===== src/rtl/imem_pkg.sv =====
// Shared types, constants and the halfword window merge for the imem responder.
`default_nettype none

package imem_pkg;

  typedef enum logic [1:0] {
    IDLE = 2'd0,
    LO   = 2'd1,
    HI   = 2'd2,
    RESP = 2'd3
  } imem_state_t;

  localparam int IMEM_WORD_BYTES = 8;
  localparam int IMEM_OFS_W      = 2;

  // Shift the {hi,lo} pair down by a whole number of halfwords and keep the low word.
  function automatic logic [63:0] imem_merge(input logic [63:0] hi,
                                             input logic [63:0] lo,
                                             input logic [IMEM_OFS_W-1:0] ofs);
    logic [127:0] cat;
    cat = {hi, lo} >> {ofs, 4'b0000};
    return cat[63:0];
  endfunction

endpackage

`default_nettype wire


===== src/rtl/imem_line_buf.sv =====
// Two-entry {valid, word tag, data} store; each lookup port searches both entries.
`default_nettype none

module imem_line_buf #(
  parameter int AW = 12
) (
  input  logic          clk,
  input  logic          rst_n,
  input  logic [AW-1:0] look_w0,
  input  logic [AW-1:0] look_w1,
  output logic          hit0,
  output logic          hit1,
  output logic [63:0]   data0,
  output logic [63:0]   data1,
  input  logic          upd_en,
  input  logic [AW-1:0] upd_w0,
  input  logic [63:0]   upd_d0,
  input  logic [AW-1:0] upd_w1,
  input  logic [63:0]   upd_d1,
  input  logic          upd_v1
);

  logic [1:0]    valid;
  logic [AW-1:0] tag  [2];
  logic [63:0]   data [2];

  // Each update replaces the whole buffer with the words of the finished transaction.
  always_ff @(posedge clk or negedge rst_n) begin
    if (!rst_n) begin
      valid   <= 2'b00;
      tag[0]  <= '0;
      tag[1]  <= '0;
      data[0] <= '0;
      data[1] <= '0;
    end else if (upd_en) begin
      valid   <= {upd_v1, 1'b1};
      tag[0]  <= upd_w0;
      tag[1]  <= upd_w1;
      data[0] <= upd_d0;
      data[1] <= upd_d1;
    end
  end

  always_comb begin
    hit0  = 1'b0;
    hit1  = 1'b0;
    data0 = '0;
    data1 = '0;
    for (int i = 0; i < 2; i++) begin
      if (valid[i] && tag[i] == look_w0) begin
        hit0  = 1'b1;
        data0 = data[i];
      end
      if (valid[i] && tag[i] == look_w1) begin
        hit1  = 1'b1;
        data1 = data[i];
      end
    end
  end

endmodule

`default_nettype wire


===== src/rtl/imem_responder.sv =====
// Instruction-memory responder: returns the 64-bit window at a halfword-aligned address.
// Optional two-word line buffer enabled by defining IMEM_LINE_BUF_EN.
`default_nettype none

module imem_responder
  import imem_pkg::*;
#(
  parameter int AW = 12
) (
  input  logic          clk,
  input  logic          rst_n,
  input  logic [63:0]   imem_addr,
  input  logic          imem_addr_valid,
  output logic [63:0]   imem_data,
  output logic          imem_data_valid,
  output logic          ram_en,
  output logic [AW-1:0] ram_addr,
  input  logic [63:0]   ram_rdata
);

  localparam logic [AW-1:0] ONE = {{(AW-1){1'b0}}, 1'b1};

  imem_state_t           state;
  logic [AW-1:0]         word;
  logic [IMEM_OFS_W-1:0] ofs;
  logic [63:0]           lo;
  logic [63:0]           hi;
  logic                  hi_known;

  logic [AW-1:0]         req_word;
  logic [AW-1:0]         req_next;
  logic [IMEM_OFS_W-1:0] req_ofs;
  logic                  need_hi;
  logic                  accept;
  logic                  hit0;
  logic                  hit1;
  logic [63:0]           bdata0;
  logic [63:0]           bdata1;
  logic                  all_hit;
  logic                  rd_w0;
  logic                  rd_w1_first;
  logic                  lo_rd;
  logic                  ram_en_c;
  logic [AW-1:0]         ram_addr_c;
  logic                  unused_addr;

  assign req_word    = imem_addr[AW+2:3];
  assign req_ofs     = imem_addr[2:1];
  assign req_next    = req_word + ONE;
  assign need_hi     = (req_ofs != '0);
  assign accept      = (state == IDLE) && imem_addr_valid;
  assign unused_addr = ^{imem_addr[63:AW+3], imem_addr[0]};

`ifdef IMEM_LINE_BUF_EN
  imem_line_buf #(.AW(AW)) u_line_buf (
    .clk     (clk),
    .rst_n   (rst_n),
    .look_w0 (req_word),
    .look_w1 (req_next),
    .hit0    (hit0),
    .hit1    (hit1),
    .data0   (bdata0),
    .data1   (bdata1),
    .upd_en  (state == RESP),
    .upd_w0  (word),
    .upd_d0  (lo),
    .upd_w1  (word + ONE),
    .upd_d1  (hi),
    .upd_v1  (ofs != '0)
  );
`else
  assign hit0   = 1'b0;
  assign hit1   = 1'b0;
  assign bdata0 = '0;
  assign bdata1 = '0;
`endif

  // Read W on a W miss; read W+1 up front when only W+1 misses; otherwise no read at accept.
  assign all_hit     = hit0 && (!need_hi || hit1);
  assign rd_w0       = accept && !hit0;
  assign rd_w1_first = accept && hit0 && need_hi && !hit1;
  assign lo_rd       = (state == LO) && (ofs != '0) && !hi_known;
  assign ram_en_c    = rd_w0 || rd_w1_first || lo_rd;

  always_comb begin
    ram_addr_c = word;
    if (rd_w1_first)
      ram_addr_c = req_next;
    else if (rd_w0)
      ram_addr_c = req_word;
    else if (lo_rd)
      ram_addr_c = word + ONE;
  end

  assign ram_en   = rst_n && ram_en_c;
  assign ram_addr = rst_n ? ram_addr_c : '0;

  always_ff @(posedge clk or negedge rst_n) begin
    if (!rst_n) begin
      state           <= IDLE;
      word            <= '0;
      ofs             <= '0;
      lo              <= '0;
      hi              <= '0;
      hi_known        <= 1'b0;
      imem_data       <= '0;
      imem_data_valid <= 1'b0;
    end else begin
      case (state)
        IDLE: begin
          if (accept) begin
            word     <= req_word;
            ofs      <= req_ofs;
            hi_known <= 1'b0;
            if (all_hit) begin
              lo              <= bdata0;
              hi              <= bdata1;
              imem_data       <= imem_merge(bdata1, bdata0, req_ofs);
              imem_data_valid <= 1'b1;
              state           <= RESP;
            end else if (rd_w1_first) begin
              lo    <= bdata0;
              state <= HI;
            end else begin
              hi       <= bdata1;
              hi_known <= need_hi && hit1;
              state    <= LO;
            end
          end
        end
        LO: begin
          lo <= ram_rdata;
          if (ofs == '0 || hi_known) begin
            imem_data       <= imem_merge(hi, ram_rdata, ofs);
            imem_data_valid <= 1'b1;
            state           <= RESP;
          end else begin
            state <= HI;
          end
        end
        HI: begin
          hi              <= ram_rdata;
          imem_data       <= imem_merge(ram_rdata, lo, ofs);
          imem_data_valid <= 1'b1;
          state           <= RESP;
        end
        RESP: begin
          imem_data_valid <= 1'b0;
          state           <= IDLE;
        end
        default: state <= IDLE;
      endcase
    end
  end

endmodule

`default_nettype wire

===== config.mk =====
export PLATFORM = sky130hd
export DESIGN_NAME = imem_responder
export DESIGN_NICKNAME = d
export VERILOG_FILES = /design/src/rtl/imem_pkg.sv /design/src/rtl/imem_line_buf.sv /design/src/rtl/imem_responder.sv
export SDC_FILE = /design/constraint.sdc
export NUM_CORES = 1
export LEC_CHECK = 0
export ABC_AREA = 0
export CORE_MARGIN = 1
export CORE_UTILIZATION = 56
export DETAILED_ROUTE_END_ITERATION = 10
export PLACE_DENSITY = 0.87
export SLEW_MARGIN = 20
export SYNTH_ARGS = -nofsm -noshare
export SYNTH_HDL_FRONTEND = slang
export SYNTH_SLANG_ARGS = --single-unit

===== constraint.sdc =====
create_clock -name clk -period 5.5 [get_ports clk]
set_input_delay 0.55 -clock clk [delete_from_list [all_inputs] [get_ports clk]]
set_output_delay 0.55 -clock clk [all_outputs]
set_load 0.005 [all_outputs]

[Word level (Yosys, flattened, before mapping)]
Cells that the tools add are included.
Word-level totals
  register bits: 209
  input bits: 131
  logic and storage cells: 41
Operators by class
  add/sub/neg operators: 1
  equal/unequal tests: 5
  shifts and indexed selects: 2
  multiplexer cells: 12
  bitwise logic cells: 1
  reduce and logical (&&, ||, !) cells: 13
Operators by type and width (number)
  case mux 64 bit (2 select lines): 2
  >> shifter 128 x 6 -> 64 bit: 2
  two-way mux 64 bit: 2
  two-way mux 12 bit: 3
  adder 12 x 1 -> 12 bit (second input constant): 1
  case mux 2 bit (4 select lines): 1
  AND reduction 2 bit: 4
  nonzero test 2 bit: 3
  == test 2 bit (second input constant): 2
  zero test 2 bit: 2
  logical AND 1 bit: 3
  case mux 1 bit (3 select lines): 1
  == test 2 x 1 -> 1 bit (second input constant): 1
  two-way mux 1 bit: 2
  two-way mux 2 bit: 1
  inequality test 2 x 1 -> 1 bit (second input constant): 1
  inequality test 2 bit (second input constant): 1
  logical OR 1 bit: 1
  inverter 1 bit: 1

[Depth between registers and ports, before layout]
Gate-level depths: netlist of run 1.
  word-level depth: 5
  mapped depth: 9
  gate-level depth less buffers: 6

[Worst setup path after synthesis of run 1]
Ideal clock, no wire load.
  kind: reg2out
  from: register state[0]
  to: output ram_addr[10]
  arrival time: 1.655 ns
  setup slack: 3.295 ns
  stages on the path, launching flop included: 8
  path buffers: 1
  cell sequence: dfrtp_1 -> inv_1 -> ha_1 -> and2_1 -> clkbuf_1 -> nor3_1 -> a21oi_1 -> a311oi_1
Between the ends
  cells in the longest elaborated chain, start to end: 5
  elaborated cells on any way between the ends: 7
  those cells by class: eq/ne (1); mux (3); reduce/logical (3)
Ends and longest elaborated chain
  from (decl): RTL line imem_responder.sv:23  | imem_state_t state;
  from (signal assigned): RTL line imem_responder.sv:100  | state <= IDLE;
  from (signal assigned): RTL line imem_responder.sv:120  | state <= RESP;
  from (signal assigned): RTL line imem_responder.sv:123  | state <= HI;
  == test 2 x 1 -> 1 bit: RTL line imem_responder.sv:82  | assign lo_rd = (state == LO) && (ofs != '0) && !hi_known;
  logical AND 1 bit: RTL line imem_responder.sv:82
  two-way mux 12 bit: RTL line imem_responder.sv:91  | else if (lo_rd)
  two-way mux 12 bit *: RTL line imem_responder.sv:89  | else if (rd_w0)
  two-way mux 12 bit *: RTL line imem_responder.sv:96  | assign ram_addr = rst_n ? ram_addr_c : '0;
  to (decl): RTL line imem_responder.sv:17  | output logic [AW-1:0] ram_addr,
Mark *: on every way between the ends. The rest lies on a longest branch, timed or not.

[Final worst setup path of run 1]
  from: register state[1]
  to: output ram_en
Between the ends
  cells in the longest elaborated chain, start to end: 4
  elaborated cells on any way between the ends: 6
  those cells by class: eq/ne (1); reduce/logical (5)
Ends and longest elaborated chain
  == test 2 x 1 -> 1 bit / zero test 2 bit (equally long branches): RTL line imem_responder.sv:82, imem_responder.sv:51
  logical AND 1 bit (on tied branches): RTL line imem_responder.sv:82, imem_responder.sv:51
  logical OR 1 bit *: RTL line imem_responder.sv:83  | assign ram_en_c = rd_w0 || rd_w1_first || lo_rd;
  logical AND 1 bit *: RTL line imem_responder.sv:95  | assign ram_en = rst_n && ram_en_c;
  to (decl): RTL line imem_responder.sv:16  | output logic ram_en,
Marks and branches as above.

==> run_summary.xml, run 1 <==
<?xml version="1.0" encoding="UTF-8"?>
<metrics>
  <group name="outcome">
    <metric name="run_status" unit="">finished clean</metric>
  </group>
  <group name="synthesis">
    <metric name="synthesis.area_per_instance" unit="µm²">12.53</metric>
    <metric name="post_synth_main_area_contributors" unit="">sky130_fd_sc_hd__dfrtp_1 (45%), sky130_fd_sc_hd__mux2_2 (9.6%), sky130_fd_sc_hd__mux4_2 (9.6%), sky130_fd_sc_hd__mux2i_1 (7.9%), sky130_fd_sc_hd__a221o_1 (4.2%)</metric>
    <metric name="ys_async_sr_fraction" unit="">1.000</metric>
    <metric name="yosys.area_share.adder" unit="">0.007653</metric>
    <metric name="yosysTopAreaCellShare" unit="">0.4464</metric>
    <metric name="post_synth_mux_area_share" unit="">0.2714</metric>
    <metric name="synth-warning-count" unit="">0</metric>
    <metric name="net_count_of_the_mapped_netlist" unit="">920</metric>
    <metric name="syn_inst" unit="">783</metric>
    <metric name="synth_xor_xnor_area_share" unit="">0.008036</metric>
    <metric name="synth-simple-area-share" unit="">0.08367</metric>
    <metric name="combinational_family_with_the_most_area_after_synthesis" unit="">multiplexers</metric>
    <metric name="synth.yosys.seq_area_share" unit="">0.4464</metric>
    <metric name="library_cell_occupying_the_most_area_in_the_post_synthesis_netlist" unit="">sky130_fd_sc_hd__dfrtp_1</metric>
    <metric name="synth_compound_area_frac" unit="">0.1376</metric>
    <metric name="synth.lib_cells_used.distinct" unit="">46</metric>
    <metric name="ys_seq_elements" unit="">175</metric>
    <metric name="dominant_synthesized_flop_cell" unit="">sky130_fd_sc_hd__dfrtp_1</metric>
    <metric name="synth-edff-count" unit="">0</metric>
    <metric name="syn-cell-area" unit="mm²">0.009809</metric>
  </group>
  <group name="die">
    <metric name="fp-row-count" unit="">48</metric>
    <metric name="chipHeight" unit="µm">134.4</metric>
    <metric name="io_pins" unit="">209</metric>
    <metric name="fp.coreArea" unit="mm²">0.01718</metric>
    <metric name="chipWidth" unit="µm">134.4</metric>
    <metric name="floorplan.die_area" unit="mm²">0.01805</metric>
    <metric name="floorplan.initialDensity" unit="">0.5711</metric>
  </group>
  <group name="timing">
    <metric name="maxSlewViolCount" unit="">0</metric>
    <metric name="totalNegativeSetupSlack" unit="ns">0</metric>
    <metric name="clock_skew" unit="ns">0.008249</metric>
    <metric name="max_freq" unit="MHz">249.7</metric>
    <metric name="setup_slack" unit="ns">1.495</metric>
    <metric name="post-route-period-util" unit="">0.7282</metric>
    <metric name="worst_rel_slew_slack" unit="">0.2532</metric>
    <metric name="report.final.setup_viol" unit="">0</metric>
    <metric name="rsz0062_at_grt" unit="">false</metric>
    <metric name="timing_hold_violations_final" unit="">0</metric>
    <metric name="min_period" unit="ns">4.005</metric>
    <metric name="tightestPinTransition" unit="ns">1.118</metric>
    <metric name="hold_ws" unit="ns">0.09328</metric>
  </group>
  <group name="critical_path">
    <metric name="worst_setup_path_end_kind" unit="">primary output</metric>
    <metric name="timing.critical_path.arrival" unit="ns">3.46</metric>
    <metric name="critPathLaunchType" unit="">flop</metric>
    <metric name="path_max_fanout" unit="">54</metric>
    <metric name="timing.setup.critical_path_class" unit="">reg2out</metric>
    <metric name="worst-endpoint-required" unit="ns">4.95</metric>
  </group>
  <group name="grt">
    <metric name="wire_length_of_the_first_global_routing_pass" unit="µm">40650</metric>
    <metric name="track_usage" unit="">0.2934</metric>
    <metric name="grt_max_degree" unit="">74</metric>
    <metric name="grt_pass1_vias" unit="">7458</metric>
    <metric name="grt_antenna_before_repair" unit="">1</metric>
    <metric name="gr-total-overflow" unit="">0</metric>
  </group>
  <group name="detailed_routing">
    <metric name="vias_per_cell" unit="">6.586</metric>
    <metric name="dr.pass1.iters" unit="">5</metric>
    <metric name="drc" unit="">0</metric>
    <metric name="detailroute.via_count" unit="">7468</metric>
    <metric name="first_iter_violations" unit="">626</metric>
    <metric name="wl_per_cell" unit="µm">22.32</metric>
    <metric name="route.antenna.remaining_nets" unit="">0</metric>
    <metric name="drt_wl_total" unit="µm">25310</metric>
  </group>
  <group name="power_and_ir_drop">
    <metric name="totalPowerFinal" unit="W">0.007760</metric>
    <metric name="p_per_area" unit="mW/mm²">646.6</metric>
    <metric name="vdd.ir_drop.worst" unit="V">0.0003469</metric>
    <metric name="cellLeakagePower" unit="nW">4.797</metric>
  </group>
  <group name="finish">
    <metric name="final_layout_size_suffix_gt1_frac" unit="">0.1982</metric>
    <metric name="n_fill_cell" unit="">1247</metric>
    <metric name="num-nets-final" unit="">1032</metric>
    <metric name="final_common_cell" unit="">sky130_fd_sc_hd__dfrtp_1</metric>
    <metric name="syn2layout_area_growth" unit="%">22.35</metric>
    <metric name="final-instance-count-excl-fill" unit="">1134</metric>
    <metric name="mostFrequentLayoutCells" unit="">sky130_fd_sc_hd__dfrtp_1 (173), sky130_fd_sc_hd__clkdlybuf4s50_1 (157), sky130_fd_sc_hd__mux2_2 (84)</metric>
  </group>
  <group name="run">
    <metric name="max-cap-violations" unit="">0</metric>
  </group>
  <group name="clock_tree">
    <metric name="cts_made_buffers" unit="">17</metric>
    <metric name="clk_pin_slew" unit="ns">0.06</metric>
    <metric name="cts_sinks" unit="">175</metric>
    <metric name="htree_levels" unit="">4</metric>
    <metric name="cts_repair_resize_count" unit="">0</metric>
    <metric name="post-cts-setup-buffer-count" unit="">0</metric>
    <metric name="cts_tree" unit="">yes</metric>
    <metric name="cts.hold.buffers_added" unit="">0</metric>
    <metric name="clock_latency_late_sink" unit="ns">0.44</metric>
    <metric name="clock_tree.root_cell" unit="">sky130_fd_sc_hd__clkbuf_16</metric>
    <metric name="cts.path.max_buffers" unit="">2</metric>
  </group>
  <group name="min_path">
    <metric name="min-delay-path-class" unit="">in2async</metric>
  </group>
  <group name="placed_design">
    <metric name="place.gp.congestion" unit="">0.8112</metric>
    <metric name="post-place-ws" unit="ns">1.970</metric>
    <metric name="dp_cells" unit="">1101</metric>
    <metric name="dp_hpwl" unit="µm">15730</metric>
    <metric name="port_buffers" unit="">158</metric>
  </group>
</metrics>
-- cell families after synthesis --
kind of cell	Yosys count
AOI/OAI and AO/OA	179
buffers and inverters	82
muxes	203
DFF	175
xor gates and xnor gates	9
and+or+nand+nor	129
adders and majority gates	6
-- sequential cells by signal, summed over array words and instances (netlist names) --
signal	cells
ofs	2
hi	30
imem_data	64
imem_data_valid	1
state	2
lo	64
word	12
-- report_power, final --
| group | leakage (nW) | switching [W] | total (W) | internal [W] |
|---|---|---|---|---|
| sequential | 2.12 | 0.000630 | 0.00257 | 0.00194 |
| combinational | 2.37 | 0.00176 | 0.00392 | 0.00216 |
| clock | 0.302 | 0.000509 | 0.00127 | 0.000760 |
| total | 4.80 | 0.00290 | 0.00776 | 0.00486 |
-- final cells by class --
type / count / area [µm²] / area share
well taps: 225 / 281.5 / 0.02346
inverters: 7 / 26.28 / 0.002189
clock inverters: 10 / 133.9 / 0.01116
multi-input cells: 526 / 5031 / 0.4192
diodes: 1 / 2.502 / 0.0002085
clock buffers: 22 / 484.2 / 0.04035
flip-flops and latches: 175 / 4384 / 0.3653
repair buffers: 168 / 1658 / 0.1381
-- synth_stat cells (7+ instances only) --
cell / number
sky130_fd_sc_hd__a211oi_1: 15
sky130_fd_sc_hd__a21oi_1: 27
sky130_fd_sc_hd__a221o_1: 41
sky130_fd_sc_hd__a22o_1: 30
sky130_fd_sc_hd__buf_2: 26
sky130_fd_sc_hd__buf_6: 10
sky130_fd_sc_hd__clkbuf_1: 29
sky130_fd_sc_hd__dfrtp_1: 175
sky130_fd_sc_hd__inv_1: 7
sky130_fd_sc_hd__mux2_2: 84
sky130_fd_sc_hd__mux2i_1: 77
sky130_fd_sc_hd__mux4_2: 42
sky130_fd_sc_hd__nand2_1: 41
sky130_fd_sc_hd__nor2b_1: 29
sky130_fd_sc_hd__nor4bb_1: 27
sky130_fd_sc_hd__o211ai_1: 18
sky130_fd_sc_hd__o21ai_0: 30
sky130_fd_sc_hd__xnor2_1: 7
-- path summary, 6_finish.rpt --
check,startpoint,to,slack [ns],depth (start not counted)
worst min register to register,imem_data[15]$_DFFE_PN0P_,imem_data[15]$_DFFE_PN0P_,0.49,2
max in group asynchronous,rst_n,hi[10]$_DFFE_PN0P_,4.03,2
min in group clk,imem_data[15]$_DFFE_PN0P_,imem_data[15]$_DFFE_PN0P_,0.49,2
worst max register to register,state[1]$_DFFE_PN0P_,imem_data[56]$_DFFE_PN0P_,1.96,6
worst min-delay path,rst_n,imem_data[12]$_DFFE_PN0P_,0.09,1
worst max-delay path,state[1]$_DFFE_PN0P_,ram_en,1.49,6
-- metrics by stage --
stage                 util  instance area (µm²)
floorplan                -                 9809
global placement    0.6626                11380
detailed placement  0.6626                11380
CTS                 0.6986                12000
global route        0.6987                12000
finish              0.6987                12000
-- worst max-delay path: stages, from the launching register on --
cell	delay [ns]
sky130_fd_sc_hd__dfrtp_1	0.43
sky130_fd_sc_hd__inv_1	0.17
sky130_fd_sc_hd__ha_4	0.62
sky130_fd_sc_hd__buf_4	0.62
sky130_fd_sc_hd__o21ai_1	0.38
sky130_fd_sc_hd__a21oi_1	0.23
sky130_fd_sc_hd__clkdlybuf4s50_1	0.52
-- per-layer routing --
| metal | share of wire | GRT usage | wire (µm) |
|---|---|---|---|
| met2 | 0.49 | 0.4551 | 12500 |
| met5 | 0 | 0 | 0 |
| met4 | 0.030 | 0.1342 | 753 |
| met3 | 0.050 | 0.05329 | 1263 |
| met1 | 0.43 | 0.4042 | 10790 |
No activity file was read; power rests on OpenSTA's default activity.
==> inputs of run 2 (changes only) <==
--- a/config.mk
+++ b/config.mk
@@ -7,9 +7,9 @@
 export LEC_CHECK = 0
 export ABC_AREA = 0
 export CORE_MARGIN = 1
-export CORE_UTILIZATION = 56
+export CORE_UTILIZATION = 47
 export DETAILED_ROUTE_END_ITERATION = 10
-export PLACE_DENSITY = 0.87
+export PLACE_DENSITY = 0.78
 export SLEW_MARGIN = 20
 export SYNTH_ARGS = -nofsm -noshare
 export SYNTH_HDL_FRONTEND = slang
==> constraint.sdc (replaced) <==
create_clock -name clk -period 3.45 [get_ports clk]
set_input_delay 0.345 -clock clk [delete_from_list [all_inputs] [get_ports clk]]
set_output_delay 0.345 -clock clk [all_outputs]
set_load 0.005 [all_outputs]
==> run 2 against run 1 <==
Sequential share of layout area shrank 0.44 points. Die area grew 19%. Critical path type unchanged. Critical endpoint is now ram_addr[10]. Highest routed layer unchanged. Hold slack gained 0.36 ns.
==> run_summary.xml, run 2 (same netlist as run 1, synthesis figures left out) <==
<?xml version="1.0" encoding="UTF-8"?>
<metrics>
  <group name="die">
    <metric name="chipWidth" unit="µm">146.5</metric>
    <metric name="fp-row-count" unit="">52</metric>
    <metric name="chipHeight" unit="µm">146.5</metric>
    <metric name="floorplan.initialDensity" unit="">0.4817</metric>
    <metric name="io_pins" unit="">209</metric>
    <metric name="floorplan.die_area" unit="mm²">0.02145</metric>
    <metric name="fp.coreArea" unit="mm²">0.02036</metric>
  </group>
  <group name="clock_tree">
    <metric name="post-cts-setup-buffer-count" unit="">0</metric>
    <metric name="cts_tree" unit="">yes</metric>
    <metric name="cts.path.max_buffers" unit="">2</metric>
    <metric name="cts_made_buffers" unit="">17</metric>
    <metric name="clock_latency_late_sink" unit="ns">0.43</metric>
    <metric name="clk_pin_slew" unit="ns">0.06</metric>
    <metric name="cts_sinks" unit="">175</metric>
    <metric name="htree_levels" unit="">4</metric>
    <metric name="cts_repair_resize_count" unit="">0</metric>
    <metric name="cts.hold.buffers_added" unit="">1</metric>
    <metric name="clock_tree.root_cell" unit="">sky130_fd_sc_hd__clkbuf_16</metric>
  </group>
  <group name="power_and_ir_drop">
    <metric name="vdd.ir_drop.worst" unit="V">0.0004922</metric>
    <metric name="power.switching" unit="W">0.004577</metric>
    <metric name="pwr-share-seq" unit="">0.316</metric>
    <metric name="cell_internal_power_dissipation" unit="W">0.007840</metric>
    <metric name="power.share.clock" unit="">0.164</metric>
    <metric name="cellLeakagePower" unit="nW">4.846</metric>
    <metric name="power_frac_comb" unit="">0.520</metric>
    <metric name="netSwitchingFraction" unit="">0.3686</metric>
    <metric name="p_per_area" unit="mW/mm²">1022</metric>
  </group>
  <group name="timing">
    <metric name="clock_skew" unit="ns">0.006403</metric>
    <metric name="max_freq" unit="MHz">308.9</metric>
    <metric name="maxSlewViolCount" unit="">0</metric>
    <metric name="rsz0062_at_grt" unit="">false</metric>
    <metric name="tightestPinTransition" unit="ns">1.027</metric>
    <metric name="worst_rel_slew_slack" unit="">0.3150</metric>
    <metric name="post-route-period-util" unit="">0.9385</metric>
    <metric name="setup_slack" unit="ns">0.2123</metric>
    <metric name="totalNegativeSetupSlack" unit="ns">0</metric>
    <metric name="min_period" unit="ns">3.238</metric>
    <metric name="report.final.setup_viol" unit="">0</metric>
    <metric name="timing_hold_violations_final" unit="">0</metric>
  </group>
  <group name="placed_design">
    <metric name="post-place-ws" unit="ns">0.6209</metric>
    <metric name="dp_hpwl" unit="µm">16680</metric>
    <metric name="port_buffers" unit="">158</metric>
    <metric name="place.gp.congestion" unit="">0.8234</metric>
  </group>
  <group name="detailed_routing">
    <metric name="drt_wl_total" unit="µm">25230</metric>
    <metric name="first_iter_violations" unit="">414</metric>
    <metric name="wl_per_cell" unit="µm">21.23</metric>
    <metric name="dr.pass1.iters" unit="">7</metric>
    <metric name="vias_per_cell" unit="">6.080</metric>
    <metric name="detailroute.via_count" unit="">7223</metric>
    <metric name="route.antenna.remaining_nets" unit="">0</metric>
    <metric name="drc" unit="">0</metric>
  </group>
  <group name="finish">
    <metric name="mostFrequentLayoutCells" unit="">sky130_fd_sc_hd__dfrtp_1 (173), sky130_fd_sc_hd__clkdlybuf4s50_1 (157), sky130_fd_sc_hd__mux2_2 (84)</metric>
    <metric name="num-nets-final" unit="">1044</metric>
    <metric name="antenna-diode-count" unit="">0</metric>
    <metric name="final_layout_size_suffix_gt1_frac" unit="">0.2059</metric>
    <metric name="reg.largest.list" unit="">imem_data (64), lo (64), hi (30)</metric>
    <metric name="n_fill_cell" unit="">1649</metric>
    <metric name="syn2layout_area_growth" unit="%">23.84</metric>
    <metric name="final_common_cell" unit="">sky130_fd_sc_hd__dfrtp_1</metric>
  </group>
  <group name="grt">
    <metric name="grt_pass1_vias" unit="">7323</metric>
    <metric name="wire_length_of_the_first_global_routing_pass" unit="µm">41080</metric>
    <metric name="track_usage" unit="">0.2455</metric>
    <metric name="grt_antenna_before_repair" unit="">0</metric>
    <metric name="gr-total-overflow" unit="">0</metric>
    <metric name="grt_max_degree" unit="">66</metric>
  </group>
  <group name="critical_path">
    <metric name="cpLargestDelayFamily" unit="">buffers and inverters</metric>
    <metric name="timing.critical_path.cells" unit="">inv_1 -&gt; ha_4 -&gt; o211ai_4 -&gt; nor2_1 -&gt; a21oi_1 -&gt; a311oi_1 -&gt; clkdlybuf4s50_1</metric>
    <metric name="timing.critical_path.arrival" unit="ns">2.89</metric>
    <metric name="critical_path.slowest_cell" unit="">sky130_fd_sc_hd__clkdlybuf4s50_1</metric>
    <metric name="path_max_fanout" unit="">26</metric>
    <metric name="timing.setup.critical_path_class" unit="">reg2out</metric>
    <metric name="worst_setup_path_end_kind" unit="">primary output</metric>
    <metric name="worstPathBufferInverterCount" unit="">2</metric>
    <metric name="worst_path_largest_cell_delay" unit="ns">0.57</metric>
    <metric name="worst-endpoint-required" unit="ns">3.11</metric>
    <metric name="critPathLaunchType" unit="">flop</metric>
  </group>
  <group name="outcome">
    <metric name="run_status" unit="">finished clean</metric>
  </group>
  <group name="min_path">
    <metric name="min-delay-path-class" unit="">in2async</metric>
  </group>
  <group name="run">
    <metric name="max-cap-violations" unit="">0</metric>
  </group>
</metrics>
run 2: area by class of cell:
type                            instances  area [µm²]  area share
Clock inverter                         10       161.4     0.01329
Sequential cell                       175        4384      0.3609
Timing Repair Buffer                  180        1750      0.1441
Multi-Input combinational cell        526        5031      0.4142
Inverter                                7       26.28    0.002163
Tap cell                              270       337.8     0.02781
Clock buffer                           20       456.7     0.03759
run 2: path summary, 6_finish.rpt:
path / startpoint / endpoint / slack [ns] / cells after the start
worst min-delay path: rst_n / word[4]$_DFFE_PN0P_ / 0.46 / 2
min in group clk: imem_data[14]$_DFFE_PN0P_ / imem_data[14]$_DFFE_PN0P_ / 0.49 / 2
worst max register to register: state[1]$_DFFE_PN0P_ / imem_data[60]$_DFFE_PN0P_ / 0.62 / 6
worst max-delay path: state[1]$_DFFE_PN0P_ / ram_addr[10] / 0.21 / 7
worst min register to register: imem_data[14]$_DFFE_PN0P_ / imem_data[14]$_DFFE_PN0P_ / 0.49 / 2
max in group asynchronous: rst_n / imem_data[39]$_DFFE_PN0P_ / 1.80 / 3
run 2: metrics by stage:
stage                     power, W  cell area, µm²  utilization  std cells  hold slack [ns]
final                      0.01242           12150       0.5965       1188           0.4580
after global routing       0.01321           12150       0.5965       1188           0.4890
after CTS                  0.01247           12150       0.5965       1188           0.4559
after detailed placement   0.01039           11520       0.5657       1157           0.3475
after global placement     0.01021           11520       0.5657       1157           0.3457
after floorplan           0.008349            9809            -        783          0.04941
run 2: routing by layer:
| layer | wire length, µm | global-route usage |
|---|---|---|
| met5 | 0 | 0 |
| met1 | 11200 | 0.3328 |
| met4 | 445 | 0.07552 |
| met2 | 12470 | 0.4019 |
| met3 | 1109 | 0.04375 |
run 2: worst reg2reg max path: cells and delay by family, from the launching register on:
kind,cells,cell delay (ns)
adder cells (fa/ha/maj),1,0.39
buffers and inverters,1,0.18
AND/OR/NAND/NOR,3,1.46
AO/OA/AOI/OAI,1,0.29
flip-flops,1,0.44
run 2: power by group through the flow:
stage | registers, W | clock network [W] | logic [W]
5_1_grt | 0.00407 | 0.00216 | 0.00698
6_report | 0.00393 | 0.00203 | 0.00645
2_1_floorplan | 0.00368 | 0 | 0.00467
4_1_cts | 0.00392 | 0.00206 | 0.00648
3_3_place_gp | 0.00391 | 0 | 0.00630
3_5_place_dp | 0.00394 | 0 | 0.00645
